[config.mk]
export PLATFORM = sky130hd
export DESIGN_NAME = sc_game_timer
export DESIGN_NICKNAME = d
export VERILOG_FILES = /design/src/rtl/sc_game_timer.sv
export SDC_FILE = /design/constraint.sdc
export NUM_CORES = 1
export LEC_CHECK = 0
export ABC_AREA = 1
export CAP_MARGIN = 25
export CORE_MARGIN = 1.5
export CORE_UTILIZATION = 61
export CTS_CLUSTER_SIZE = 24
export DETAILED_ROUTE_END_ITERATION = 16
export PLACE_DENSITY = 0.83
export SYNTH_ARGS = -nofsm -noshare
export SYNTH_HDL_FRONTEND = slang
export SYNTH_SLANG_ARGS = --single-unit
[constraint.sdc]
create_clock -name SC_GAMETIMER_CLOCK_50 -period 2.35 [get_ports SC_GAMETIMER_CLOCK_50]
set_clock_uncertainty 0.15 [all_clocks]
set_input_delay 0.3525 -clock SC_GAMETIMER_CLOCK_50 [delete_from_list [all_inputs] [get_ports SC_GAMETIMER_CLOCK_50]]
set_output_delay 0.3525 -clock SC_GAMETIMER_CLOCK_50 [all_outputs]
set_load 0.1 [all_outputs]
[src/rtl/sc_game_timer.sv]
// Game-time source: debounces the START pushbutton, emits a one-cycle start strobe,
// then counts elapsed game seconds up to a terminal count.
module sc_game_timer #(
  parameter int unsigned TIME_WIDTH      = 4,
  parameter int unsigned TIME_MAX        = 9,
  parameter int unsigned PRESCALER_MAX   = 50000000,
  parameter int unsigned DEBOUNCE_CYCLES = 1000000
) (
  input  logic                  SC_GAMETIMER_CLOCK_50,
  input  logic                  SC_GAMETIMER_RESET_InLow,
  input  logic                  SC_GAMETIMER_BUTTON_InLow,
  input  logic                  SC_GAMETIMER_CLEAR_InHigh,
  output logic [TIME_WIDTH-1:0] SC_GAMETIMER_TIME_OutBUS,
  output logic                  SC_GAMETIMER_START_OutLow,
  output logic                  SC_GAMETIMER_RUNNING_Out,
  output logic                  SC_GAMETIMER_DONE_Out,
  output logic                  SC_GAMETIMER_TICK_Out
);

  localparam int unsigned PRESC_W = (PRESCALER_MAX > 1) ? $clog2(PRESCALER_MAX) : 1;
  localparam int unsigned DB_W    = (DEBOUNCE_CYCLES > 1) ? $clog2(DEBOUNCE_CYCLES) : 1;

  localparam logic [PRESC_W-1:0]    PRESC_LAST = PRESC_W'(PRESCALER_MAX - 1);
  localparam logic [DB_W-1:0]       DB_LAST    = DB_W'(DEBOUNCE_CYCLES - 1);
  localparam logic [TIME_WIDTH-1:0] TIME_END   = TIME_WIDTH'(TIME_MAX);

  typedef enum logic [1:0] {
    IDLE = 2'd0,
    RUN  = 2'd1,
    DONE = 2'd2
  } state_t;

  logic clk;
  logic rst_n;
  assign clk   = SC_GAMETIMER_CLOCK_50;
  assign rst_n = SC_GAMETIMER_RESET_InLow;

  logic [1:0]      sync_q;
  logic [1:0]      sync_vld;
  logic            db_level;
  logic            db_prev;
  logic [DB_W-1:0] db_cnt;
  logic            armed;
  logic            press_c;

  // Synchronizer, debouncer and arming: a press only counts once a genuine
  // released level has been seen after reset, so a button held through reset is ignored.
  always_ff @(posedge clk or negedge rst_n) begin
    if (!rst_n) begin
      sync_q   <= 2'b11;
      sync_vld <= 2'b00;
      db_level <= 1'b1;
      db_prev  <= 1'b1;
      db_cnt   <= '0;
      armed    <= 1'b0;
    end else begin
      sync_q   <= {sync_q[0], SC_GAMETIMER_BUTTON_InLow};
      sync_vld <= {sync_vld[0], 1'b1};
      db_prev  <= db_level;
      if (sync_q[1] == db_level) begin
        db_cnt <= '0;
      end else if (db_cnt == DB_LAST) begin
        db_level <= sync_q[1];
        db_cnt   <= '0;
      end else begin
        db_cnt <= db_cnt + DB_W'(1);
      end
      if (sync_vld[1] && sync_q[1] && db_level) begin
        armed <= 1'b1;
      end
    end
  end

  assign press_c = armed & db_prev & ~db_level;

  state_t               state;
  logic [TIME_WIDTH-1:0] time_q;
  logic [TIME_WIDTH-1:0] time_inc;
  logic [PRESC_W-1:0]    presc;
  logic                  start_n;
  logic                  running;
  logic                  done;
  logic                  tick;

  assign time_inc = time_q + TIME_WIDTH'(1);

  // Game FSM; tick is registered so it is high while the prescaler sits at its last count.
  always_ff @(posedge clk or negedge rst_n) begin
    if (!rst_n) begin
      state   <= IDLE;
      time_q  <= '0;
      presc   <= '0;
      start_n <= 1'b1;
      running <= 1'b0;
      done    <= 1'b0;
      tick    <= 1'b0;
    end else begin
      start_n <= 1'b1;
      tick    <= 1'b0;
      if (SC_GAMETIMER_CLEAR_InHigh) begin
        state   <= IDLE;
        time_q  <= '0;
        presc   <= '0;
        running <= 1'b0;
        done    <= 1'b0;
      end else begin
        case (state)
          IDLE: begin
            if (press_c) begin
              state   <= RUN;
              running <= 1'b1;
              start_n <= 1'b0;
              presc   <= '0;
              time_q  <= '0;
              tick    <= (PRESC_LAST == '0);
            end
          end
          RUN: begin
            if (presc == PRESC_LAST) begin
              presc  <= '0;
              time_q <= time_inc;
              if (time_inc == TIME_END) begin
                state   <= DONE;
                running <= 1'b0;
                done    <= 1'b1;
              end else begin
                tick <= (PRESC_LAST == '0);
              end
            end else begin
              presc <= presc + PRESC_W'(1);
              tick  <= ((presc + PRESC_W'(1)) == PRESC_LAST);
            end
          end
          DONE: begin
            if (press_c) begin
              state  <= IDLE;
              done   <= 1'b0;
              time_q <= '0;
            end
          end
          default: begin
            state   <= IDLE;
            time_q  <= '0;
            presc   <= '0;
            running <= 1'b0;
            done    <= 1'b0;
          end
        endcase
      end
    end
  end

  assign SC_GAMETIMER_TIME_OutBUS  = time_q;
  assign SC_GAMETIMER_START_OutLow = start_n;
  assign SC_GAMETIMER_RUNNING_Out  = running;
  assign SC_GAMETIMER_DONE_Out     = done;
  assign SC_GAMETIMER_TICK_Out     = tick;

endmodule

Word level (Yosys, flattened, before mapping). Cells that the tools add are included.

Reduce and logical (&&, ||, !) cells: 10. Mux-type cells: 32. Bitwise gates (word level): 4. Equality and inequality tests: 14. Add/sub/neg operators: 3.

Operator list (count): $mux W26 (3); $pmux W26 S3 (1); $eq A26 B26 Y1 const B (2); $mux W20 (2); $add A26 B1 Y26 const B (1); $add A20 B1 Y20 const B (1); $eq A20 B20 Y1 const B (1); $mux W1 (14); $mux W4 (3); $ne A3 B3 Y1 const B (4); $reduce_and A4 Y1 (3); $mux W2 (5); $pmux W4 S2 (1); $pmux W1 S3 (2); $pmux W2 S3 (1); $reduce_and A2 Y1 (3); $add A4 B1 Y4 const B (1); $eq A4 B4 Y1 const B (1); $ne A2 B2 Y1 const B (2); $ne A3 B1 Y1 const B (1); $and A1 B1 Y1 (2); $eq A2 B1 Y1 const B (1); $eq A2 B2 Y1 const B (1); $logic_and A1 B1 Y1 (2); other kinds (4) (5).

Register bits: 63. Output and inout bits: 8. Bits of input ports: 4.

Logic depth before layout (Yosys ltp). Gate-level depths: netlist (run 1).

Word-level depth: 6. Gate-level depth with buffers: 13. Depth with buffers taken out: 13.

Worst setup path before layout (run 1). Ideal clock, no wire load.

Kind: register to register. Start: register time_q[1], in the netlist SC_GAMETIMER_TIME_OutBUS[1]. End: register done, in the netlist SC_GAMETIMER_DONE_Out. Slack: 112 ps. Period minus slack after synthesis: 2238 ps. Data arrival time: 1966 ps. Stages on the path, launching flop included: 10. Cell sequence: dfrtp_1 > ha_1 > xnor2_1 > nand2_1 > nor2_1 > a31oi_1 > nor2_1 > nand2_1 > nand2_1 > nand2_1.

Cells in the longest elaborated chain, start to end: 4.

Ends and longest elaborated chain: from (decl) (RTL line 77) `logic [TIME_WIDTH-1:0] time_q;`; from (signal assigned) (RTL line 121) `time_q <= time_inc;`; $add A4 B1 Y4 (RTL line 85) `assign time_inc = time_q + TIME_WIDTH'(1);`; $eq A4 B4 Y1 (RTL line 122) `if (time_inc == TIME_END) begin`; $ne A3 B3 Y1 (no source line); $reduce_and A4 Y1 (no source line); to (signal assigned) (RTL line 95) `done <= 1'b0;`; to (signal assigned) (RTL line 125) `done <= 1'b1;`; to (signal assigned) (RTL line 137) `done <= 1'b0;`; to (decl) (RTL line 82) `logic done;`.

Every way passes these cells. A chain may end at the register's enable or synchronous reset.

Final worst setup path (run 1).
Start: register presc[1]. End: register time_q[3], in the netlist SC_GAMETIMER_TIME_OutBUS[3].

Cells in the longest elaborated chain, start to end: 3.

Ends and longest elaborated chain: from (decl) (RTL line 79) `logic [PRESC_W-1:0] presc;`; from (signal assigned) (RTL line 130) `presc <= presc + PRESC_W'(1);`; $eq A26 B26 Y1 (RTL line 119) `if (presc == PRESC_LAST) begin`; $ne A3 B3 Y1 (no source line); $reduce_and A2 Y1 (no source line).

Every way passes these cells.

==> results by group, run 1 <==
Routing
  • DR WL/cell: 13.3 um
  • Vias: 3,134
  • Drt first pass iters: 5
  • Routed Wire Length: 7.60 mm
  • DR iter-0 viols: 326
  • Vias per cell: 5.49
  • Routed Antenna Nets: 0
  • DRC Markers: 0

Timing
  • Worst relative slew slack: 65.9%
  • Final WS setup: 0.260 ns
  • Min cycle time layout: 2.09 ns
  • Fin crit share: 88.9%
  • Fmax: 0.478 GHz
  • Slew Viols, Final: 0
  • Worst Tran Pin Value: 0.512 ns
  • RSZ-0062 raised after global routing: false
  • Final setup violation count: 0
  • Sum Neg Setup Slack: 0 ns
  • Final hold viol count: 0

Synth
  • Most numerous cell in the Yosys netlist: nand2_1
  • FF+latch count, synth: 63
  • Syn nets: 481
  • Seq/Total Area, Yosys: 43.7%
  • Count of unique library cells instantiated by Yosys: 40
  • Post-Synthesis Cells: 472
  • Area leader, netlist: dfrtp_1
  • Synthesized area per cell: 7.67 um^2
  • Post-synth EDFFs: 0
  • Commonest cells in the netlist: 126 x nand2_1, 64 x inv_1, 58 x dfrtp_1
  • Most area-consuming cells after synthesis: dfrtp_1 40%, nand2_1 13%, inv_1 6.6%
  • Ys async rst share: 100%
  • Mapped cell area: 3620 um^2
  • Top_reg_cell synth: dfrtp_1
  • Post-synth top area share: 40.1%
  • YS warnings: 0

Pwr
  • Max IR drop VDD: 364 uV
  • Leak: 1.84 nW
  • PwrDens: 524 nW/um^2

Clock network
  • Clock Latency Late Sink: 0.35 ns
  • Cts repair resizes: 0
  • Clock sink total: 63
  • Post-CTS Setup Inserts: 0
  • Worst-path clk slew: 0.07 ns
  • CTS tree: done
  • Clk buf depth: 2
  • TritonCTS Buffers: 9
  • Root Driver: clkbuf_8
  • H-tree Lvls: 3

Floorplanning
  • Initial cell density of the core: 64.6%
  • Die width: 80.0 um
  • Placeable core region: 5610 um^2
  • Rows: 27
  • Die area: 6410 um^2
  • Boundary Pins: 12
  • Chip Height: 80.0 um

Global route
  • Grt met3 use: 5.14%
  • Wire length of the first global-routing pass: 13.2 mm
  • Largest net degree at the start of global routing: 44
  • Vias in the first global route: 3,022
  • Global Route Usage Sum: 26.8%
  • GR Overflow Total: 0
  • Routing usage on met2: 42.2%
  • Busiest grt layer: met2
  • GRT met1 Usage: 36.7%
  • Initial antenna violation count: 0

Final layout
  • FF+latch area: 1580 um^2
  • NumNets Final: 503
  • Layout fillers: 455
  • Area occupied by multi-input gates: 1750 um^2
  • Share of cells above drive strength 1: 13.0%
  • Ant diodes: 0
  • Synth-to-Final Area Change: 10.4%
  • Final non-filler cell total: 571
  • Final instance area: 4000 um^2

Placement
  • Pre-CTS setup slack: 0.275 ns
  • Placer Congestion: 0.966
  • DP Area: 3800 um^2
  • Dpl cells: 554
  • HPWL Detailed: 5.60 mm
  • I/O Buffers: 11

Worst setup path
  • Worst Setup Start Kind: flip-flop
  • Worst EP required: 2.44 ns
  • Crit path kind: reg -> reg
  • Worst setup EP type: flip-flop
  • Peak fanout along the critical path: 15
  • Crit path arrival time: 2.18 ns

Job
  • Max-cap viol count: 0

Min path
  • HP Class: reg -> reg

Outcome
  • Status: completed
-- final timing paths --
kind                                               end  cells past startpoint                startpoint  slack [ns]
max                        SC_GAMETIMER_TIME_OutBUS[3]                      9                  presc[1]        0.26
min                                        sync_vld[1]                      0               sync_vld[0]        0.20
max reg2reg                SC_GAMETIMER_TIME_OutBUS[3]                      9                  presc[1]        0.26
min reg2reg                                sync_vld[1]                      0               sync_vld[0]        0.20
max in group asynchronous    SC_GAMETIMER_START_OutLow                      3  SC_GAMETIMER_RESET_InLow        1.03
min in group asynchronous                    presc[15]                      2  SC_GAMETIMER_RESET_InLow        0.36
-- per-layer routing --
layer  wire, um  part of all wire, %
met2       3460                   46
met1       3670                   48
met3        342                  4.5
met5          0                    0
met4        123                  1.6
-- kinds of logic after synthesis --
group	count (synthesis)	share of synthesized area (%)
simple gates	262	34.3
buf+inv	73	7.88
flops	63	43.7
compound gates	52	8.09
xor+xnor	15	3.84
fa+ha+maj	5	1.73
other cells	1	0.104
mux	1	0.311
-- power by group --
group	switching [mW]	internal (mW)	total, mW
logic	0.0599	0.0226	0.0825
registers	0.00724	1.10	1.10
clock network	0.421	0.487	0.908
-- state kept, by name, indices dropped and copies added, names as in the netlist --
signal                     cells
state                          2
presc                         26
SC_GAMETIMER_DONE_Out          1
SC_GAMETIMER_TICK_Out          1
db_cnt                        20
SC_GAMETIMER_RUNNING_Out       1
SC_GAMETIMER_TIME_OutBUS       4
armed                          1
db_level                       1
SC_GAMETIMER_START_OutLow      1
sync_vld                       2
sync_q                         2
db_prev                        1
-- cell usage in the layout (no fill, tap or decap), drive strengths merged --
cell type and instances:
nand2 136, a31o 1, mux2 1, o21ai 26
xor2 12, o21a 1, nand3 29, clkbuf 12
clkinvlp 1, dlygate4sd3 1, dfrtp 58, o31ai 3
inv 67, nor3 12, nor2 70, clkinv 4
ha 5, xnor2 3, a31oi 2, a21oi 7
nand4 10, o22ai 11, dfstp 5, conb 1
a211oi 1, nor3b 2, buf 12, nor4 3
clkdlybuf4s50 2, bufinv 1
-- through the flow --
step | util [%] | power (mW) | hold WS [ns]
after detailed placement | 67.8 | 1.21 | 0.196
after floorplan | - | 1.16 | -0.0931
after global routing | 71.3 | 2.16 | 0.210
final | 71.3 | 2.09 | 0.205
after global placement | 67.8 | 1.20 | 0.186
after CTS | 71.3 | 2.10 | 0.209
-- layout make-up --
class	instances	share of cell area, %
sequential	63	39.6
timing repair buffer	15	3.26
clock inverter	4	1.19
tap	72	2.25
inverter	69	6.48
clock buffer	12	3.38
multi-input combinational	336	43.8
-- critical path, stage by stage (launching register included) --
cell	delay, ns
dfrtp_1	0.43
ha_1	0.24
nand2_2	0.12
nor2_8	0.16
nand3_2	0.09
nor2_2	0.17
nand2_2	0.09
nand2_4	0.19
nand2_4	0.11
o31ai_1	0.24
-- timing repair --
| action | CTS | global route |
|---|---|---|
| hold buffers | 1 | 0 |
| setup endpoints to repair | 0 | 0 |
| endpoints found under the hold margin | 20 | 0 |
No activity file was read; power rests on OpenSTA's default activity.
==> run 2: changes to the inputs <==
Settings changed: PLACE_DENSITY 0.83 to 0.79.
==> run 2 against run 1 <==
Die area stayed put. Core utilization is 0.13 points higher. Non-clock buffer count is 1 higher. Critical path depth is 1 higher. Combinational power is 1% higher. Sequential share of layout area is 0.074 points lower. Register-to-register slack better by 0.02 ns.
==> results by group, run 2 (synthesis results as in run 1) <==
Outcome
  • Status: completed

Timing
  • Final hold slack: 0.199 ns
  • Worst relative slew slack: 61.6%
  • Sum Neg Setup Slack: 0 ns
  • Min cycle time layout: 2.07 ns
  • Fin crit share: 88.0%
  • Slew Viols, Final: 0
  • Final setup violation count: 0
  • Final hold viol count: 0
  • RSZ-0062 raised after global routing: false
  • Fmax: 0.484 GHz
  • Worst Tran Pin Value: 0.576 ns

Final layout
  • Layout fillers: 451
  • Commonest non-fill, non-tap cells in the layout: 126 x nand2_1, 64 x inv_1, 58 x dfrtp_1, 57 x nor2_1, 26 x nand3_1
  • Final Core Density: 71.4%
  • Share of cells above drive strength 1: 13.2%
  • Synth-to-Final Area Change: 10.6%
  • Final instance area: 4010 um^2
  • Largest reg by FF count: presc
  • Number of flip-flops in the largest register: 26
  • Ant diodes: 0
  • NumNets Final: 504
  • Commonest non-fill, non-tap cell in the layout: nand2_1

Routing
  • Drt first pass iters: 6
  • DRC Markers: 0
  • Vias: 3,188
  • Routed Antenna Nets: 0
  • Vias per cell: 5.57
  • Routed Wire Length: 7.90 mm
  • DR iter-0 viols: 281
  • DR WL/cell: 13.8 um

Worst setup path
  • Worst reg2reg path startpoint: presc[0]
  • Reg2reg end: presc[15]
  • Peak fanout along the critical path: 15
  • Worst Setup Start Kind: flip-flop
  • Worst reg2reg setup slack: 0.28 ns
  • Crit path kind: reg -> reg
  • Worst r2r path cells: 10
  • Worst EP required: 2.43 ns
  • Worst setup EP type: flip-flop
  • Crit path arrival time: 2.14 ns

Min path
  • HP Class: reg -> reg
  • Hold Crit Start: sync_vld[0]
  • Worst Hold End: sync_vld[1]
  • Hold Path Depth: 0

Global route
  • Global Route Usage Sum: 28.6%
  • Vias in the first global route: 3,119
  • Initial antenna violation count: 0
  • GR Overflow Total: 0
  • Largest net degree at the start of global routing: 41
  • Wire length of the first global-routing pass: 14.0 mm

Pwr
  • Power, Total: 2.09 mW
  • PwrDens: 523 nW/um^2
  • Leak: 1.84 nW
  • Max IR drop VDD: 573 uV

Floorplanning
  • Boundary Pins: 12
  • Die width: 80.0 um
  • Chip Height: 80.0 um
  • Die area: 6410 um^2
  • Placeable core region: 5610 um^2
  • Rows: 27
  • Initial cell density of the core: 64.6%

Placement
  • I/O Buffers: 11
  • DP Area: 3810 um^2
  • HPWL Detailed: 5.94 mm
  • Placer Congestion: 0.874

Clock network
  • CTS tree: done
  • Worst-path clk slew: 0.07 ns
  • TritonCTS Buffers: 9
  • Cts repair resizes: 0
  • Clock sink total: 63
  • Clock Latency Late Sink: 0.35 ns
  • H-tree Lvls: 3
  • Root Driver: clkbuf_8
  • Clk buf depth: 2

Job
  • Max-cap viol count: 0
==> run 2: timing repair <==
action,4_1_cts,5_1_grt
endpoints found under the hold margin,23,0
endpoints found under the setup margin,0,0
hold buffers,1,0
buffers inserted,0,0
==> run 2: stage by stage <==
step	instances	worst slack, ns
final	572	0.282
after global routing	572	0.123
after CTS	572	0.285
after detailed placement	555	0.264
after global placement	555	0.373
after floorplan	472	0.112
==> run 2: cell type report <==
class	instances	area (um^2)	area share [%]
clock buffers	12	135	3.37
flip-flops and latches	63	1580	39.5
repair buffers	16	138	3.44
inverters	69	259	6.47
clock inverters	4	47.5	1.19
multi-input cells	336	1750	43.8
well taps	72	90.1	2.25
==> run 2: worst max-delay path, cell delays in order, from the launching register on <==
cell and delay, ns:
dfrtp_1 0.42, ha_1 0.23, nand2_2 0.12, nor2_8 0.15, nand3_2 0.10, nor2_2 0.17
nand2_2 0.09, nand2_4 0.19, inv_2 0.15, nand3_1 0.09, o21ai_0 0.08
==> run 2: worst max path at each step <==
stage / start / endpoint / cells after the start
global placement: presc[1] / SC_GAMETIMER_TIME_OutBUS[2] / 9
finish: presc[0] / presc[15] / 10
detailed placement: presc[0] / SC_GAMETIMER_TIME_OutBUS[2] / 9
global route: presc[0] / presc[13] / 10
CTS: presc[1] / SC_GAMETIMER_TIME_OutBUS[2] / 9
floorplan: SC_GAMETIMER_TIME_OutBUS[1] / SC_GAMETIMER_DONE_Out / 9
==> run 2: metal layers <==
metal | wire [um] | GRT usage, %
met1 | 3580 | 39.7
met2 | 3640 | 43.8
met5 | 0 | 0
met4 | 192 | 14.0
met3 | 487 | 4.00
==> run 2: report_power, final <==
| part | switching (mW) | internal, mW |
|---|---|---|
| clock network | 0.418 | 0.487 |
| registers | 0.00787 | 1.10 |
| logic | 0.0608 | 0.0227 |
